$ cat src/rtl/gf180mcu_osu_sc_12t_scan_ctrl.sv
// rtl/gf180mcu_osu_sc_12t_scan_ctrl.sv - scan chain load/capture/unload sequencer
// Drives SE/SI/CAP of a CHAIN_LEN flop chain and returns the unloaded word on a VALID/RREADY port.
module gf180mcu_osu_sc_12t_scan_ctrl #(
    parameter int CHAIN_LEN = 16,
    parameter int CNT_W     = $clog2(CHAIN_LEN + 1)
) (
    input  logic                 CLK,
    input  logic                 RST,
    input  logic                 REQ,
    input  logic                 MODE,
    input  logic [CHAIN_LEN-1:0] WDATA,
    output logic                 ACK,
    output logic                 BUSY,
    output logic                 SE,
    output logic                 SI,
    input  logic                 SO,
    output logic                 CAP,
    output logic [CHAIN_LEN-1:0] RDATA,
    output logic                 VALID,
    input  logic                 RREADY
);

    typedef enum logic [2:0] {
        IDLE      = 3'd0,
        SHIFT_IN  = 3'd1,
        CAPTURE   = 3'd2,
        SHIFT_OUT = 3'd3,
        DONE      = 3'd4
    } state_t;

    localparam logic [CNT_W-1:0] LAST = CNT_W'(CHAIN_LEN - 1);

    state_t               state;
    logic [CHAIN_LEN-1:0] sr;
    logic [CNT_W-1:0]     cnt;
    logic                 mode_q;

    always_ff @(posedge CLK) begin
        if (RST) begin
            state  <= IDLE;
            sr     <= '0;
            cnt    <= '0;
            mode_q <= 1'b0;
            ACK    <= 1'b0;
            BUSY   <= 1'b0;
            SE     <= 1'b0;
            SI     <= 1'b0;
            CAP    <= 1'b0;
            RDATA  <= '0;
            VALID  <= 1'b0;
        end else begin
            ACK <= 1'b0;
            case (state)
                IDLE: begin
                    if (REQ) begin
                        ACK    <= 1'b1;
                        BUSY   <= 1'b1;
                        sr     <= WDATA;
                        mode_q <= MODE;
                        cnt    <= '0;
                        state  <= SHIFT_IN;
                    end
                end
                SHIFT_IN: begin
                    // The ACK cycle is spent here with SE low; it stages bit 0 onto SI.
                    if (!SE) begin
                        SE <= 1'b1;
                        SI <= sr[0];
                        sr <= sr >> 1;
                    end else begin
                        RDATA <= {SO, RDATA[CHAIN_LEN-1:1]};
                        cnt   <= cnt + 1'b1;
                        if (cnt == LAST) begin
                            SE <= 1'b0;
                            SI <= 1'b0;
                            if (mode_q) begin
                                CAP   <= 1'b1;
                                state <= CAPTURE;
                            end else begin
                                VALID <= 1'b1;
                                state <= DONE;
                            end
                        end else begin
                            SI <= sr[0];
                            sr <= sr >> 1;
                        end
                    end
                end
                CAPTURE: begin
                    CAP   <= 1'b0;
                    cnt   <= '0;
                    SE    <= 1'b1;
                    SI    <= 1'b0;
                    state <= SHIFT_OUT;
                end
                SHIFT_OUT: begin
                    RDATA <= {SO, RDATA[CHAIN_LEN-1:1]};
                    cnt   <= cnt + 1'b1;
                    if (cnt == LAST) begin
                        SE    <= 1'b0;
                        VALID <= 1'b1;
                        state <= DONE;
                    end
                end
                DONE: begin
                    if (RREADY) begin
                        VALID <= 1'b0;
                        BUSY  <= 1'b0;
                        state <= IDLE;
                    end
                end
                default: begin
                    state <= IDLE;
                end
            endcase
        end
    end

endmodule

$ cat config.mk
export PLATFORM = sky130hd
export DESIGN_NAME = gf180mcu_osu_sc_12t_scan_ctrl
export DESIGN_NICKNAME = d
export VERILOG_FILES = /design/src/rtl/gf180mcu_osu_sc_12t_scan_ctrl.sv
export SDC_FILE = /design/constraint.sdc
export NUM_CORES = 1
export LEC_CHECK = 0
export CAP_MARGIN = 20
export CORE_ASPECT_RATIO = 1.1
export CORE_MARGIN = 2
export CORE_UTILIZATION = 54
export DETAILED_ROUTE_END_ITERATION = 8
export PLACE_DENSITY = 0.88
export SETUP_SLACK_MARGIN = 0.05
export SKIP_CTS_REPAIR_TIMING = 1
export SLEW_MARGIN = 20
export SYNTH_ARGS = -nofsm -noshare
export SYNTH_HDL_FRONTEND = slang
export SYNTH_SLANG_ARGS = --single-unit
$ cat constraint.sdc
create_clock -name CLK -period 3.6 [get_ports CLK]
set_input_delay 0.9 -clock CLK [delete_from_list [all_inputs] [get_ports CLK]]
set_output_delay 0.9 -clock CLK [all_outputs]
set_load 0.005 [all_outputs]
Word-level counts from Yosys, hierarchy flattened --
Index checks and enable logic that the tools add are counted.
Cells by class: add/subtract/negate cells 1, $mul 0, divide/modulo/power cells 0, $lt $le $gt $ge 0, eq/ne operators 13, shift operators 0, muxes and demuxes 36, bitwise gates (word level) 1, reduce and logical (&&, ||, !) cells 18
Operator list (count):
- $mux W16 | 4
- $pmux W16 S2 | 2
- $pmux W5 S4 | 1
- $mux W3 | 6
- $mux W1 | 15
- $pmux W3 S5 | 1
- $ne A2 B2 Y1 const B | 7
- $mux W5 | 2
- $reduce_and A3 Y1 | 3
- $reduce_bool A2 Y1 | 4
- $eq A3 B2 Y1 const B | 2
- $pmux W1 S2 | 3
- $pmux W1 S3 | 2
- $reduce_and A2 Y1 | 3
- $reduce_and A6 Y1 | 1
- $reduce_bool A3 Y1 | 2
- $add A5 B1 Y5 const B | 1
- $eq A5 B4 Y1 const B | 1
- $reduce_and A5 Y1 | 1
- $reduce_and A4 Y1 | 1
- $reduce_bool A4 Y1 | 1
- $eq A3 B1 Y1 const B | 1
- $eq A3 B3 Y1 const B | 1
- $logic_not A3 Y1 | 1
- 3 further kinds | 3
Storage, ports and cells: register bits 47, bits in latches 0, bits in writable memories 0, memory bits (read-only) 0, output and inout bits 22, logic and storage cells 80, memories kept 0

Depth between registers and ports, before layout --
Gate-level depths: netlist of the first run.
word-level depth 4, mapped depth 8

Worst setup path before layout of the first run --
Ideal clock, no wire load.
kind input-to-reg, start in RST, end reg BUSY, library setup time 0.128 ns, arrival time 1.511 ns, data required time 3.472 ns, setup slack 1.961 ns, cell stages on the path 3, cells stage by stage clkbuf_1 -> buf_1 -> nor2_1
RTL lines:
- start, declared | line 8 | input logic RST,
- end signal, assigned | line 45 | BUSY <= 1'b0;
- end signal, assigned | line 57 | BUSY <= 1'b1;
- end signal, assigned | line 108 | BUSY <= 1'b0;
- end, declared | line 13 | output logic BUSY,
No word-level cell between the ends.

Worst setup path in the final report of the first run --
start in REQ, end reg sr[3]
Between the ends: longest elaborated chain between the ends 2
Ends and longest elaborated chain:
- start, declared | line 9 | input logic REQ,
- $ne A2 B2 Y1 (no source line)
- $reduce_and A3 Y1 (no source line)
- end signal, assigned | line 69 | sr <= sr >> 1;
- end signal, assigned | line 85 | sr <= sr >> 1;
- end, declared | line 34 | logic [CHAIN_LEN-1:0] sr;
No other way between the ends. A chain may end at the register's enable or synchronous reset.

==> results.sh, run 1 <==
export IMPL_setup_worst_path_start_class="input pin"
export IMPL_clk_insertion_delay_late_ns=0.30
export IMPL_worst_ep_arrival_time_ns=2.56
export IMPL_ios=44
export IMPL_remaining_drc_errors=0
export IMPL_yosys_register_bits=47
export IMPL_clock_skew_ns=0.00330
export IMPL_dpl_hpwl_mm=2.94
export IMPL_layout_min_cycle_time_ns=2.36
export IMPL_detailedRoute_firstPassIterationCount=4
export IMPL_power_frac_clock_pct=31.3
export IMPL_layout_area_overhead_vs_synth_pct=24.0
export IMPL_vias_per_cell=5.47
export IMPL_postSynthNetCount=276
export IMPL_hold_violations=0
export IMPL_grt_remaining_overflow=0
export IMPL_finalPower_uw=974
export IMPL_type_of_the_worst_min_delay_path="reg2reg"
export IMPL_seq_area_frac_synth_pct=46.1
export IMPL_area_used_by_multi_input_combinational_logic_um2=975
export IMPL_globalRouteTotalUtil_pct=20.8
export IMPL_post_synth_top_area_fraction_pct=46.1
export IMPL_largest_net_degree_at_the_start_of_global_routing=32
export IMPL_ys_top_cells_by_area="dfxtp_1 (46%), nand2_1 (10%), a311oi_1 (6.9%)"
export IMPL_sequential_cell_area_um2=941
export IMPL_cts_max_level=2
export IMPL_final_count_of_pins_violating_max_slew=0
export IMPL_synth_most_common_cell="nand2_1"
export IMPL_clk_transition_reported_paths_ns=0.08
export IMPL_std_cell_rows=23
export IMPL_effective_utilization_at_floorplan_pct=56.3
export IMPL_syn_cell_area_um2=2040
export IMPL_clock_path_buffers=2
export IMPL_core_region_area_um2=3630
export IMPL_synth_top_flop_cell="dfxtp_1"
export IMPL_dr_first_iter_drc_count=87
export IMPL_criticalPathCategory="in2reg"
export IMPL_setup_tns_final_ns=0
export IMPL_synth_enable_flop_cells=0
export IMPL_synth_area_per_cell_um2=8.14
export IMPL_power_net_switching_uw=242
export IMPL_total_number_of_vias=1839
export IMPL_irDropWorstVdd_mv=0.213
export IMPL_worst_max_slew_pin_slew_ns=1.03
export IMPL_rsz0062_at_grt="no"
export IMPL_data_required_time_at_the_worst_endpoint_ns=3.79
export IMPL_antenna_cells=0
export IMPL_cts_root_buffer="clkbuf_8"
export IMPL_routed_wirelength_mm=4.27
export IMPL_pwr_dens_nw_per_um2=385
export IMPL_finalNetCount=310
export IMPL_cap_viol_max_count=0
export IMPL_global_route_wire_length_before_repair_mm=7.04
export IMPL_max_clock_freq_mhz=423
export IMPL_power_switching_fraction_pct=24.8
export IMPL_dieHeight_um=68.5
export IMPL_antenna_found_initial=0
export IMPL_layout_drive_gt1_share_pct=5.59
export IMPL_cts_tree="done"
export IMPL_cts_sinks=47
export IMPL_antenna_left=0
export IMPL_via_count_of_the_first_global_routing_pass=1647
export IMPL_place_congestion=0.776
export IMPL_yosys_warnings=0
export IMPL_commonest_cells_post_synth="nand2_1 (56), dfxtp_1 (47), a21oi_1 (24)"
export IMPL_cts_inserted_buffers=5
export IMPL_setup_violations=0
export IMPL_synth_cell_type_count=35
export IMPL_run_status="finished clean"
export IMPL_netlist_top_cell_by_area="dfxtp_1"
export IMPL_syn_inst=251
export IMPL_power_leakage_nw=0.886
export IMPL_wl_per_cell_um=12.7
export IMPL_numPortBuffers=43
export IMPL_die_area_um2=4290
export IMPL_final_fill_count=301
export IMPL_slew_limit_headroom_pct=31.5
export IMPL_p_int_uw=732
export IMPL_cp_end_kind="flop"
export IMPL_seq_power_share_pct=57.7
export IMPL_worst_path_max_fanout=31
export IMPL_die_w_um=62.6
export IMPL_period_share_pct=65.7
export IMPL_combPwrFrac_pct=10.9
export IMPL_synthArstFlopShare_pct=0
[metal layers]
layer / track usage, % / share of wire [%] / vias to the layer above
met3: 3.90 / 3.7 / 7
met5: 0 / 0 / -
met4: 9.72 / 1.7 / 0
met2: 37.6 / 49 / 44
met1: 24.3 / 45 / 852
li1: - / - / 936
[registers in the layout (all words and copies together) (netlist names)]
signal  count
ACK         1
CAP         1
state       3
cnt         5
SE          1
VALID       1
sr         16
RDATA      16
BUSY        1
mode_q      1
SI          1
[worst paths after layout]
| path | from | to | slack [ns] | cells after the start |
|---|---|---|---|---|
| worst min register to register | RDATA[0]$_SDFFE_PP0P_ | RDATA[0]$_SDFFE_PP0P_ | 0.46 | 2 |
| worst max register to register | state[0]$_SDFFE_PP0P_ | sr[3]$_SDFFE_PP0P_ | 1.26 | 3 |
| worst min-delay path | RDATA[0]$_SDFFE_PP0P_ | RDATA[0]$_SDFFE_PP0P_ | 0.46 | 2 |
| worst max-delay path | REQ | sr[3]$_SDFFE_PP0P_ | 1.24 | 4 |
[power groups by stage]
| stage | Combinational, mW | Sequential [mW] | Clock, mW |
|---|---|---|---|
| 3_5_place_dp | 0.107 | 0.574 | 0 |
| 6_report | 0.106 | 0.562 | 0.305 |
| 4_1_cts | 0.107 | 0.562 | 0.308 |
| 3_3_place_gp | 0.104 | 0.573 | 0 |
| 5_1_grt | 0.119 | 0.566 | 0.323 |
| 2_1_floorplan | 0.0755 | 0.563 | 0 |
[critical path: stages]
cell and delay (ns):
clkdlybuf4s50_1 0.56, o211a_1 0.73, nor2_1 0.08, a311oi_1 0.28
[area by class of cell]
class	instances	area share [%]
clock inverters	1	0.198
well taps	50	2.47
repair buffers	46	17.9
clock buffers	7	3.02
flip-flops and latches	47	37.2
inverters	5	0.741
multi-input cells	180	38.5
[cells by family after synthesis]
kind of cell | count (synthesis) | share of synthesized area, %
AO/OA/AOI/OAI | 57 | 19.2
adder cells (fa/ha/maj) | 3 | 1.84
buffers and inverters | 24 | 6.19
flip-flops | 47 | 46.1
multiplexers | 2 | 0.980
AND/OR/NAND/NOR | 118 | 25.7
[cell usage in the layout (no fill, tap or decap), types with 2 or more instances in the layout]
| master | instances |
|---|---|
| a211oi_1 | 2 |
| a21oi_1 | 24 |
| a311oi_1 | 16 |
| a32o_1 | 2 |
| buf_4 | 3 |
| clkbuf_1 | 2 |
| clkbuf_8 | 5 |
| clkdlybuf4s50_1 | 43 |
| dfxtp_1 | 47 |
| ha_1 | 3 |
| inv_1 | 5 |
| mux2i_1 | 2 |
| nand2_1 | 56 |
| nand2b_1 | 5 |
| nand3_1 | 19 |
| nor2_1 | 23 |
| nor2_2 | 2 |
| nor2b_1 | 2 |
| nor3_1 | 5 |
| o21ai_0 | 5 |
[stage by stage]
step | instances | utilization (%) | hold WS (ns) | worst slack [ns] | cell area [um2]
2_1_floorplan | 251 | - | 0.439 | 1.96 | 2040
3_3_place_gp | 328 | 67.6 | 0.443 | 1.04 | 2450
3_5_place_dp | 328 | 67.6 | 0.455 | 0.945 | 2450
4_1_cts | 336 | 69.8 | 0.466 | 1.24 | 2530
5_1_grt | 336 | 69.8 | 0.485 | 1.10 | 2530
6_report | 336 | 69.8 | 0.465 | 1.24 | 2530
Note: power is estimated with default switching activity, not from simulation.
==> run 2: changes to the inputs <==
--- a/config.mk
+++ b/config.mk
@@ -8,9 +8,9 @@
 export CAP_MARGIN = 20
 export CORE_ASPECT_RATIO = 1.1
 export CORE_MARGIN = 2
-export CORE_UTILIZATION = 54
+export CORE_UTILIZATION = 45
 export DETAILED_ROUTE_END_ITERATION = 8
-export PLACE_DENSITY = 0.88
+export PLACE_DENSITY = 0.79
 export SETUP_SLACK_MARGIN = 0.05
 export SKIP_CTS_REPAIR_TIMING = 1
 export SLEW_MARGIN = 20
==> constraint.sdc (replaced) <==
create_clock -name CLK -period 2.1 [get_ports CLK]
set_input_delay 0.525 -clock CLK [delete_from_list [all_inputs] [get_ports CLK]]
set_output_delay 0.525 -clock CLK [all_outputs]
set_load 0.005 [all_outputs]
==> results.sh, run 2 (synthesized netlist as in run 1, its figures left out) <==
export IMPL_remaining_drc_errors=0
export IMPL_dpl_hpwl_mm=2.79
export IMPL_via_count_of_the_first_global_routing_pass=1687
export IMPL_power_leakage_nw=0.928
export IMPL_layout_commonest_cell="nand2_1"
export IMPL_finalNetCount=312
export IMPL_worst_hold_startpoint="RDATA[0]$_SDFFE_PP0P_"
export IMPL_type_of_the_worst_min_delay_path="reg2reg"
export IMPL_crit_path_start="SE$_SDFFE_PP0P_"
export IMPL_slew_limit_headroom_pct=57.7
export IMPL_core_region_area_um2=4320
export IMPL_max_clock_freq_mhz=542
export IMPL_cap_viol_max_count=0
export IMPL_antenna_cells=0
export IMPL_pwr_dens_nw_per_um2=732
export IMPL_dieHeight_um=74.7
export IMPL_die_w_um=68.2
export IMPL_irDropWorstVdd_mv=0.387
export IMPL_critPathMaxStageDelay_ns=0.56
export IMPL_final_cell_mix="nand2_1 (56), dfxtp_1 (46), clkdlybuf4s50_1 (43)"
export IMPL_path_cells="clkdlybuf4s50_1"
export IMPL_clk_transition_reported_paths_ns=0.09
export IMPL_critical_path_reg2reg_startpoint="cnt[0]$_SDFFE_PP0P_"
export IMPL_layout_drive_gt1_share_pct=7.29
export IMPL_cp_num_buf_inv=1
export IMPL_reg_largest_list="RDATA: 16 flops, sr: 16 flops, cnt: 5 flops"
export IMPL_ios=44
export IMPL_final_count_of_pins_violating_max_slew=0
export IMPL_layout_area_overhead_vs_synth_pct=28.9
export IMPL_postLayoutCoreUtil_pct=61.0
export IMPL_clock_path_buffers=2
export IMPL_rsz0062_at_grt="no"
export IMPL_place_congestion=0.783
export IMPL_vias_per_cell=5.34
export IMPL_place_worst_setup_slack_ns=0.181
export IMPL_antenna_left=0
export IMPL_global_route_wire_length_before_repair_mm=6.95
export IMPL_worst_max_slew_pin_slew_ns=0.634
export IMPL_wl_per_cell_um=11.8
export IMPL_worst_ep_arrival_time_ns=1.32
export IMPL_data_required_time_at_the_worst_endpoint_ns=1.57
export IMPL_setup_tns_final_ns=0
export IMPL_hold_violations=0
export IMPL_clk_insertion_delay_late_ns=0.30
export IMPL_routed_wirelength_mm=4.04
export IMPL_timing_final_ws_setup_ns=0.256
export IMPL_globalRouteTotalUtil_pct=17.7
export IMPL_cts_sinks=47
export IMPL_crit_path_top_delay_cell="clkdlybuf4s50_1"
export IMPL_cp_end_kind="output pin"
export IMPL_cpLargestDelayFamily="buffers and inverters"
export IMPL_cts_tree="done"
export IMPL_antenna_found_initial=0
export IMPL_cts_root_buffer="clkbuf_8"
export IMPL_total_number_of_vias=1825
export IMPL_setup_worst_path_start_class="flop"
export IMPL_detailedRoute_firstPassIterationCount=4
export IMPL_period_share_pct=87.8
export IMPL_cts_max_level=2
export IMPL_clock_skew_ns=0.00995
export IMPL_setup_violations=0
export IMPL_effective_utilization_at_floorplan_pct=47.3
export IMPL_layout_min_cycle_time_ns=1.84
export IMPL_dr_first_iter_drc_count=94
export IMPL_worst_hold_slack_ns=0.464
export IMPL_run_status="finished clean"
export IMPL_largest_net_degree_at_the_start_of_global_routing=49
export IMPL_numPortBuffers=43
export IMPL_worst_path_max_fanout=12
export IMPL_criticalPathCategory="reg2out"
export IMPL_std_cell_rows=25
export IMPL_cts_inserted_buffers=5
export IMPL_grt_remaining_overflow=0
export IMPL_die_area_um2=5090
## run 2: changes by cell type in the layout (fill, tap and decap cells not counted), sizes merged
cell / before / now
bufinv: 0 / 2
buf: 3 / 5
clkinv: 1 / 0
clkbuf: 7 / 5
clkinvlp: 0 / 1
## run 2: worst reg2reg max path, stage by stage (launching register included)
cell      delay, ns
dfxtp_1        0.34
ha_1           0.23
and3_1         0.21
ha_1           0.20
nand3_1        0.08
o211a_1        0.18
buf_12         0.18
nor2_1         0.07
a311oi_1       0.25
## run 2: power breakdown
group / total (mW) / switching, mW / internal, mW
combinational: 0.197 / 0.0954 / 0.102
sequential: 0.957 / 0.0290 / 0.928
clock: 0.773 / 0.298 / 0.474
total: 1.93 / 0.423 / 1.50
## run 2: routing by layer
| layer | up-vias | global-route usage, % | wire [um] |
|---|---|---|---|
| li1 | 943 | - | - |
| met1 | 829 | 20.7 | 1830 |
| met2 | 47 | 30.2 | 1970 |
| met3 | 6 | 4.63 | 178 |
| met4 | 0 | 8.00 | 61 |
| met5 | - | 0 | 0 |
## run 2: layout make-up
type,count,area [um2]
Timing Repair Buffer,48,493
Tap cell,54,67.6
Inverter,5,18.8
Clock buffer,5,68.8
Fill cell,397,1680
Clock inverter,3,67.6
Multi-Input combinational cell,180,975
Sequential cell,47,942
## run 2: final timing paths
kind                                end  slack [ns]  cells after the start
setup / recovery                     SE        0.26                      1
hold / removal    RDATA[0]$_SDFFE_PP0P_        0.46                      2
setup reg to reg     sr[9]$_SDFFE_PP0P_        0.26                      8
hold reg to reg   RDATA[0]$_SDFFE_PP0P_        0.46                      2
## run 2: stage by stage
step           total power [mW]  instance area, um2  std cells
5_1_grt                    2.01                2630        342
3_3_place_gp               1.17                2490        334
4_1_cts                    1.94                2630        342
6_report                   1.93                2630        342
2_1_floorplan              1.09                2040        251
3_5_place_dp               1.18                2490        334
